==> config.mk <==
export PLATFORM = sky130hd
export DESIGN_NAME = dot_stream_acc_flat
export DESIGN_NICKNAME = d
export VERILOG_FILES = /design/src/rtl/dot_pkg.sv /design/src/rtl/dot_stream_acc_if.sv /design/src/rtl/adder_tree_pipe.sv /design/src/rtl/dot_stream_acc.sv /design/src/flat_wrapper.sv
export SDC_FILE = /design/constraint.sdc
export NUM_CORES = 2
export LEC_CHECK = 0
export ABC_AREA = 1
export BUFFER_PORTS_ARGS = -buffer_cell sky130_fd_sc_hd__buf_2
export CORE_MARGIN = 2
export CORE_UTILIZATION = 30
export CTS_BUF_LIST = sky130_fd_sc_hd__clkbuf_4
export DETAILED_ROUTE_END_ITERATION = 6
export SLEW_MARGIN = 15
export SYNTH_ARGS = -nofsm -noshare
export SYNTH_HDL_FRONTEND = slang
export SYNTH_HIERARCHICAL = 1
export SYNTH_SLANG_ARGS = --single-unit
==> constraint.sdc <==
create_clock -name clk -period 10.05 [get_ports clk]
set_input_delay 2.01 -clock clk [delete_from_list [all_inputs] [get_ports clk]]
set_output_delay 2.01 -clock clk [all_outputs]
set_load 0.005 [all_outputs]
==> src/rtl/dot_pkg.sv <==
// Shared types and width helpers for the streaming dot-product accumulator.
package dot_pkg;

  typedef struct packed {
    logic valid;
    logic last;
    logic first;
  } beat_sb_t;

  function automatic int prod_w(input int size_a, input int size_b);
    return size_a + size_b + 2;
  endfunction

  function automatic int tree_depth(input int num);
    return $clog2(num);
  endfunction

  function automatic int tree_w(input int size, input int num);
    return size + $clog2(num);
  endfunction

  // Number of live nodes at a given tree level; odd leftovers round up.
  function automatic int tree_nodes(input int num, input int lvl);
    return (num + (1 << lvl) - 1) >> lvl;
  endfunction

  // Signed add saturated to a w-bit two's complement range (w <= 62).
  function automatic logic signed [63:0] sat_add(
    input  logic signed [63:0] a,
    input  logic signed [63:0] b,
    input  int                 w,
    output logic               sat
  );
    logic signed [63:0] s;
    logic signed [63:0] hi;
    logic signed [63:0] lo;
    s   = a + b;
    hi  = (64'sd1 <<< (w - 1)) - 64'sd1;
    lo  = -hi - 64'sd1;
    sat = (s > hi) || (s < lo);
    if (s > hi) begin
      return hi;
    end else if (s < lo) begin
      return lo;
    end
    return s;
  endfunction

endpackage

==> src/rtl/dot_stream_acc_if.sv <==
// Beat input and result output bundle of the dot-product accumulator.
interface dot_stream_acc_if #(
  parameter int LANES = 16,
  parameter int SIZEA = 8,
  parameter int SIZEB = 8,
  parameter int ACCW  = 32
);
  logic                   in_valid;
  logic                   in_last;
  logic                   a_signed;
  logic                   b_signed;
  logic [SIZEA-1:0]       din_a [0:LANES-1];
  logic [SIZEB-1:0]       din_b [0:LANES-1];
  logic                   out_valid;
  logic signed [ACCW-1:0] dout;
  logic                   out_sat;

  modport master (
    output in_valid, in_last, a_signed, b_signed, din_a, din_b,
    input  out_valid, dout, out_sat
  );

  modport slave (
    input  in_valid, in_last, a_signed, b_signed, din_a, din_b,
    output out_valid, dout, out_sat
  );
endinterface

==> src/rtl/adder_tree_pipe.sv <==
// Registered signed adder tree for any NUM >= 2, with beat sideband delayed to match.
module adder_tree_pipe
  import dot_pkg::*;
#(
  parameter  int SIZE = 18,
  parameter  int NUM  = 16,
  localparam int T    = tree_depth(NUM),
  localparam int OW   = tree_w(SIZE, NUM)
) (
  input  logic                  clk,
  input  logic                  rst,
  input  logic signed [SIZE-1:0] din [0:NUM-1],
  input  beat_sb_t              sb_in,
  output logic signed [OW-1:0]  sum,
  output beat_sb_t              sb_out
);

  genvar gi, gj;
  generate
    for (gi = 0; gi <= T; gi++) begin : g_lvl
      localparam int N = tree_nodes(NUM, gi);
      localparam int W = SIZE + gi;
      logic signed [W-1:0] node [0:N-1];

      if (gi == 0) begin : g_in
        for (gj = 0; gj < N; gj++) begin : g_node
          assign node[gj] = din[gj];
        end
      end else begin : g_add
        localparam int NP = tree_nodes(NUM, gi - 1);
        logic signed [W-1:0] node_d [0:N-1];
        for (gj = 0; gj < N; gj++) begin : g_node
          // An unpaired last node is carried through a register to keep alignment.
          if (2 * gj + 1 < NP) begin : g_pair
            assign node_d[gj] = W'(g_lvl[gi-1].node[2*gj]) + W'(g_lvl[gi-1].node[2*gj+1]);
          end else begin : g_pass
            assign node_d[gj] = W'(g_lvl[gi-1].node[2*gj]);
          end
        end
        always_ff @(posedge clk) begin
          node <= node_d;
        end
      end
    end
  endgenerate

  beat_sb_t sb_q [0:T-1];
  beat_sb_t sb_d [0:T-1];

  always_comb begin
    sb_d[0] = sb_in;
    for (int i = 1; i < T; i++) begin
      sb_d[i] = sb_q[i-1];
    end
  end

  always_ff @(posedge clk) begin
    if (rst) begin
      for (int i = 0; i < T; i++) begin
        sb_q[i] <= '0;
      end
    end else begin
      sb_q <= sb_d;
    end
  end

  assign sum    = g_lvl[T].node[0];
  assign sb_out = sb_q[T-1];

endmodule

==> src/rtl/dot_stream_acc.sv <==
// Streaming LANES-wide dot product with per-vector saturating accumulation.
module dot_stream_acc
  import dot_pkg::*;
#(
  parameter int LANES = 16,
  parameter int SIZEA = 8,
  parameter int SIZEB = 8,
  parameter int ACCW  = 32
) (
  input  logic            clk,
  input  logic            rst,
  dot_stream_acc_if.slave bus
);

  localparam int PW = prod_w(SIZEA, SIZEB);
  localparam int SW = tree_w(PW, LANES);

  logic signed [SIZEA:0]   a_ext_d [0:LANES-1];
  logic signed [SIZEA:0]   a_ext_q [0:LANES-1];
  logic signed [SIZEB:0]   b_ext_d [0:LANES-1];
  logic signed [SIZEB:0]   b_ext_q [0:LANES-1];
  logic signed [PW-1:0]    prod_d  [0:LANES-1];
  logic signed [PW-1:0]    prod_q  [0:LANES-1];
  beat_sb_t                sb0_d, sb0_q, sb1_q, tree_sb;
  logic                    first_d, first_q;
  logic signed [SW-1:0]    tree_sum;
  logic signed [63:0]      acc_base;
  logic signed [ACCW-1:0]  acc_sum;
  logic                    beat_sat;
  logic signed [ACCW-1:0]  acc_d, acc_q, dout_d, dout_q;
  logic                    sat_d, sat_q, out_valid_d, out_valid_q, out_sat_d, out_sat_q;

  always_comb begin
    for (int i = 0; i < LANES; i++) begin
      a_ext_d[i] = {bus.a_signed & bus.din_a[i][SIZEA-1], bus.din_a[i]};
      b_ext_d[i] = {bus.b_signed & bus.din_b[i][SIZEB-1], bus.din_b[i]};
      prod_d[i]  = PW'(a_ext_q[i]) * PW'(b_ext_q[i]);
    end
    sb0_d   = '{valid: bus.in_valid, last: bus.in_valid & bus.in_last, first: first_q};
    first_d = bus.in_valid ? bus.in_last : first_q;
  end

  always_ff @(posedge clk) begin
    a_ext_q <= a_ext_d;
    b_ext_q <= b_ext_d;
    prod_q  <= prod_d;
    if (rst) begin
      sb0_q   <= '0;
      sb1_q   <= '0;
      first_q <= 1'b1;
    end else begin
      sb0_q   <= sb0_d;
      sb1_q   <= sb0_q;
      first_q <= first_d;
    end
  end

  adder_tree_pipe #(
    .SIZE (PW),
    .NUM  (LANES)
  ) u_tree (
    .clk    (clk),
    .rst    (rst),
    .din    (prod_q),
    .sb_in  (sb1_q),
    .sum    (tree_sum),
    .sb_out (tree_sb)
  );

  // A first beat restarts from zero so the previous vector never leaks in.
  always_comb begin
    acc_base    = tree_sb.first ? 64'sd0 : 64'(acc_q);
    acc_sum     = ACCW'(sat_add(acc_base, 64'(tree_sum), ACCW, beat_sat));
    acc_d       = acc_q;
    sat_d       = sat_q;
    out_valid_d = 1'b0;
    dout_d      = dout_q;
    out_sat_d   = out_sat_q;
    if (tree_sb.valid) begin
      acc_d = acc_sum;
      sat_d = beat_sat | (sat_q & ~tree_sb.first);
      if (tree_sb.last) begin
        out_valid_d = 1'b1;
        dout_d      = acc_sum;
        out_sat_d   = sat_d;
      end
    end
  end

  always_ff @(posedge clk) begin
    if (rst) begin
      acc_q       <= '0;
      sat_q       <= 1'b0;
      out_valid_q <= 1'b0;
      dout_q      <= '0;
      out_sat_q   <= 1'b0;
    end else begin
      acc_q       <= acc_d;
      sat_q       <= sat_d;
      out_valid_q <= out_valid_d;
      dout_q      <= dout_d;
      out_sat_q   <= out_sat_d;
    end
  end

  assign bus.out_valid = out_valid_q;
  assign bus.dout      = dout_q;
  assign bus.out_sat   = out_sat_q;

endmodule

==> src/flat_wrapper.sv <==
// flat-port wrapper written by rule: the top's interface ports become plain ports
module dot_stream_acc_flat import dot_pkg::*;
#(
  parameter int LANES = 16,
  parameter int SIZEA = 8,
  parameter int SIZEB = 8,
  parameter int ACCW  = 32
)
  (clk, rst, bus_in_valid, bus_in_last, bus_a_signed, bus_b_signed, bus_din_a, bus_din_b, bus_out_valid, bus_dout, bus_out_sat);
  dot_stream_acc_if #(.LANES(LANES), .SIZEA(SIZEA), .SIZEB(SIZEB), .ACCW(ACCW)) bus_i ();
  input  logic clk;
  input  logic rst;
  input wire logic [$bits(bus_i.in_valid)-1:0] bus_in_valid;
  input wire logic [$bits(bus_i.in_last)-1:0] bus_in_last;
  input wire logic [$bits(bus_i.a_signed)-1:0] bus_a_signed;
  input wire logic [$bits(bus_i.b_signed)-1:0] bus_b_signed;
  input wire logic [$bits(bus_i.din_a)-1:0] bus_din_a;
  input wire logic [$bits(bus_i.din_b)-1:0] bus_din_b;
  output wire logic [$bits(bus_i.out_valid)-1:0] bus_out_valid;
  output wire logic [$bits(bus_i.dout)-1:0] bus_dout;
  output wire logic [$bits(bus_i.out_sat)-1:0] bus_out_sat;
  assign bus_i.in_valid = bus_in_valid;
  assign bus_i.in_last = bus_in_last;
  assign bus_i.a_signed = bus_a_signed;
  assign bus_i.b_signed = bus_b_signed;
  assign bus_i.din_a = {>>{bus_din_a}};
  assign bus_i.din_b = {>>{bus_din_b}};
  assign bus_out_valid = bus_i.out_valid;
  assign bus_dout = bus_i.dout;
  assign bus_out_sat = bus_i.out_sat;
  dot_stream_acc #(.LANES(LANES), .SIZEA(SIZEA), .SIZEB(SIZEB), .ACCW(ACCW)) u_core (.clk(clk), .rst(rst), .bus(bus_i));
endmodule
==> results by group <==
Route
  • 1st-iter DRT viols: roughly 3300
  • Routed wire length: ~210000 um
  • Via density: roughly 4.2
  • Antenna viol nets, final: 0
  • Via count: about 67000
  • First-pass iteration count of the detailed router: 7
  • DR WL/cell: ~14 um
  • Remaining routing DRC violations: 2

Worst setup path
  • WP data required: about 11 ns
  • Arrival @ worst endpoint: 6.26 ns
  • Slowest CP cell: fa_1
  • Top delay family on crit path: adder cells
  • WP buf/inv: 2
  • Nature of the critical path startpoint: flip-flop
  • Reg2reg setup slack: approximately 5 ns
  • Critical-path cell list: inv_1, or2_2, fa_1, fa_1, inv_1, fa_1, fa_1, fa_1, ha_1, nand3_1, and2_1, o21ai_0, a21o_1, a21oi_1, o21ai_0, nand2_1, nand2_1, a21oi_1, xnor2_1
  • Kind of critical path: flip-flop to flip-flop
  • Crit path top cell by count: fa_1
  • Critical path fanouts, max: 9
  • CP endpoint kind: flip-flop
  • Largest stage delay on the critical path: 0.51 ns

Die
  • Initial Util: roughly 30%
  • Die ar.: roughly 300000 um^2
  • Die H: 549 um
  • FP Rows: 200
  • Die width: ~550 um
  • Core area: approximately 300000 um^2
  • Top-Level Pins: approximately 300

Synthesis
  • Mapped cell area: 89100 um^2
  • Sequential area share after synthesis: 21.5%
  • Share of the synthesized area in the top cell type: approximately a quarter
  • Syn Inst Count: between 10000 and 15000
  • Post-synth EDFFs: 0
  • Synth cell count leaders: nand2_1 (3029), inv_1 (2638), fa_1 (1137), dfxtp_1 (958), ha_1 (921)
  • Netlist cell types: 35
  • Leading register cell type out of synthesis: dfxtp_1
  • Average cell area after synthesis: about 8 um^2
  • Most common cell in the synthesized netlist: nand2_1
  • Mapped Nets: roughly 14000
  • Area contributors post-synth: fa_1 (26%), dfxtp_1 (22%), ha_1 (13%)
  • Largest area contributor in the netlist: fa_1
  • Yosys reg bits: 958
  • Ys Warns: 6
  • Asr flop ratio synth: 0%

Final layout
  • Area growth syn-to-layout: 10.1%
  • # fillers: 31400
  • Net count, final: 13900
  • Post-route cell area: roughly 100000 um^2
  • Fraction of layout cells with a size suffix above 1: under 10%

Outcome
  • Status: finished, violations left
  • Failing checks: design-rule violations

Placed design
  • Port Buf Inserts: 295
  • HPWL Detailed: 177000 um
  • Placed inst area: approximately 94000 um^2
  • Gp weighted congestion: approximately 0.88

Timing
  • Slew @ Worst Pin: between 1 and 1.5 ns
  • Final hold viol count: 0
  • Final Setup Violations: 0
  • Hold_ws: roughly 0.4 ns
  • RSZ-0062 raised after global routing: false
  • Period utilisation layout: about half
  • Setup TNS: 0 ns
  • Final Max Slew Viols: 0
  • Max_slew headroom: 21.9%
  • Worst Skew: 0.0952 ns
  • Minimum clock period: around 5.2 ns
  • Fmax: between 0.15 and 0.2 GHz

Clock tree
  • Resize count post-CTS: 0
  • Post-CTS Setup Repair Bufs: 0
  • CTS H-Tree Depth: 5
  • Hold_buf cts: 0
  • Worst-path clk slew: around 0.06 ns
  • Sink Count: between 900 and 1000
  • Total CTS buffers: 292
  • Maximum clock path buffer count: 4
  • Clock root buffer: clkbuf_4
  • CTS tree: built
  • Worst-skew pair later-pin latency: roughly 1.2 ns

GRT
  • Vias in the first global route: ~70000
  • Initial antenna violation count: 44
  • Gr usage total: between 10% and 20%
  • Largest net degree at the start of global routing: 85
  • Gr ovfl total: 0
  • First-pass GRT wire length: approximately 350000 um

Run
  • Max-cap viol count: 0

Power and ir drop
  • PD cells: 299 nW/um^2
  • Leak: about 55 nW
  • Maximum vdd ir drop: 0.000117 V

Hold path
  • Min-delay worst type: flip-flop to flip-flop
-- report_power, final --
group	internal, W	switching (W)	leakage, nW	total [W]
Sequential	0.00532	0.000841	8.05	0.00616
Clock	0.00215	0.00187	2.21	0.00402
Combinational	0.00737	0.0118	44.5	0.0192
-- state kept, by name, summed over array words and instances (netlist names), 3 cells and up --
| name | count |
|---|---|
| u_core/u_tree/g_lvl.node | 274 |
| u_core/u_tree/sb_out | 3 |
| u_core/a_ext_q | 144 |
| u_core/prod_q | 288 |
| u_core/acc_q | 32 |
| u_core/bus.dout | 32 |
| u_core/u_tree/sum | 22 |
| u_core/u_tree/sb_d | 9 |
| u_core/sb0_q | 3 |
| u_core/sb1_q | 3 |
| u_core/b_ext_q | 144 |
-- worst reg2reg max path, stage by stage, from the launching register on --
cell and delay, ns:
dfxtp_1 0.36, inv_1 0.14, or2_2 0.31, fa_1 0.45, fa_1 0.50, inv_1 0.05, fa_1 0.46, fa_1 0.51
fa_1 0.43, ha_1 0.38, nand3_1 0.09, and2_1 0.18, o21ai_0 0.30, a21o_1 0.17, a21oi_1 0.08, o21ai_0 0.29
nand2_1 0.09, nand2_1 0.07, a21oi_1 0.07, xnor2_1 0.12
-- per-layer routing --
layer,share of wire [%],global-route usage [%]
met1,46,19.1
met3,4.4,2.20
met5,0.079,0
met4,2.8,4.57
met2,47,24.3
-- final cells by class --
| cell class | instances | area (um^2) | area share, % |
|---|---|---|---|
| Antenna cell | 16 | 40.0 | 0.0408 |
| Clock buffer | 373 | 2800 | 2.85 |
| Clock inverter | 124 | 952 | 0.971 |
| Inverter | 2657 | 9970 | 10.2 |
| Multi-Input combinational cell | 7393 | 58700 | 59.8 |
| Sequential cell | 958 | 19200 | 19.6 |
| Tap cell | 3939 | 4930 | 5.02 |
| Timing Repair Buffer | 300 | 1520 | 1.55 |
-- cells by family after synthesis --
| kind of cell | Yosys count | synth area share [%] |
|---|---|---|
| compound gates | 659 | 3.90 |
| buf+inv | 2969 | 12.6 |
| fa+ha+maj | 2058 | 38.5 |
| xor+xnor | 445 | 4.38 |
| simple gates | 4231 | 19.1 |
| flops | 958 | 21.5 |
-- placed cells by master (no fill, tap or decap), drive strengths merged, types with 103 or more instances in the layout --
master  netlist  layout
nand2      3036    3036
inv        2654    2660
fa         1137    1137
dfxtp       958     958
ha          921     921
nor2        554     554
a21oi       457     457
nand3       412     412
clkbuf      297     373
buf          15     300
xor2        277     277
xnor2       168     168
o21ai       126     126
or2         112     112
clkinv        3     103
-- path summary, 6_finish.rpt --
path                         start                       to  depth (start not counted)
max             u_core/b_ext_q[17]        u_core/prod_q[35]                         19
min reg2reg  u_core/u_tree/sb_d[0]  u_core/u_tree/sb_out[0]                          2
max reg2reg     u_core/b_ext_q[17]        u_core/prod_q[35]                         19
min          u_core/u_tree/sb_d[0]  u_core/u_tree/sb_out[0]                          2
-- per-stage QoR --
stage	power [W]	cells	worst slack, ns	util, %
2_1_floorplan	0.0205	11300	5.26	-
3_3_place_gp	0.0255	15200	4.92	31.9
3_5_place_dp	0.0256	15200	4.93	31.9
4_1_cts	0.0300	15700	4.86	33.1
5_1_grt	0.0332	15800	4.48	33.1
6_report	0.0294	15800	4.88	33.1
(Power assumes the default switching activity.)
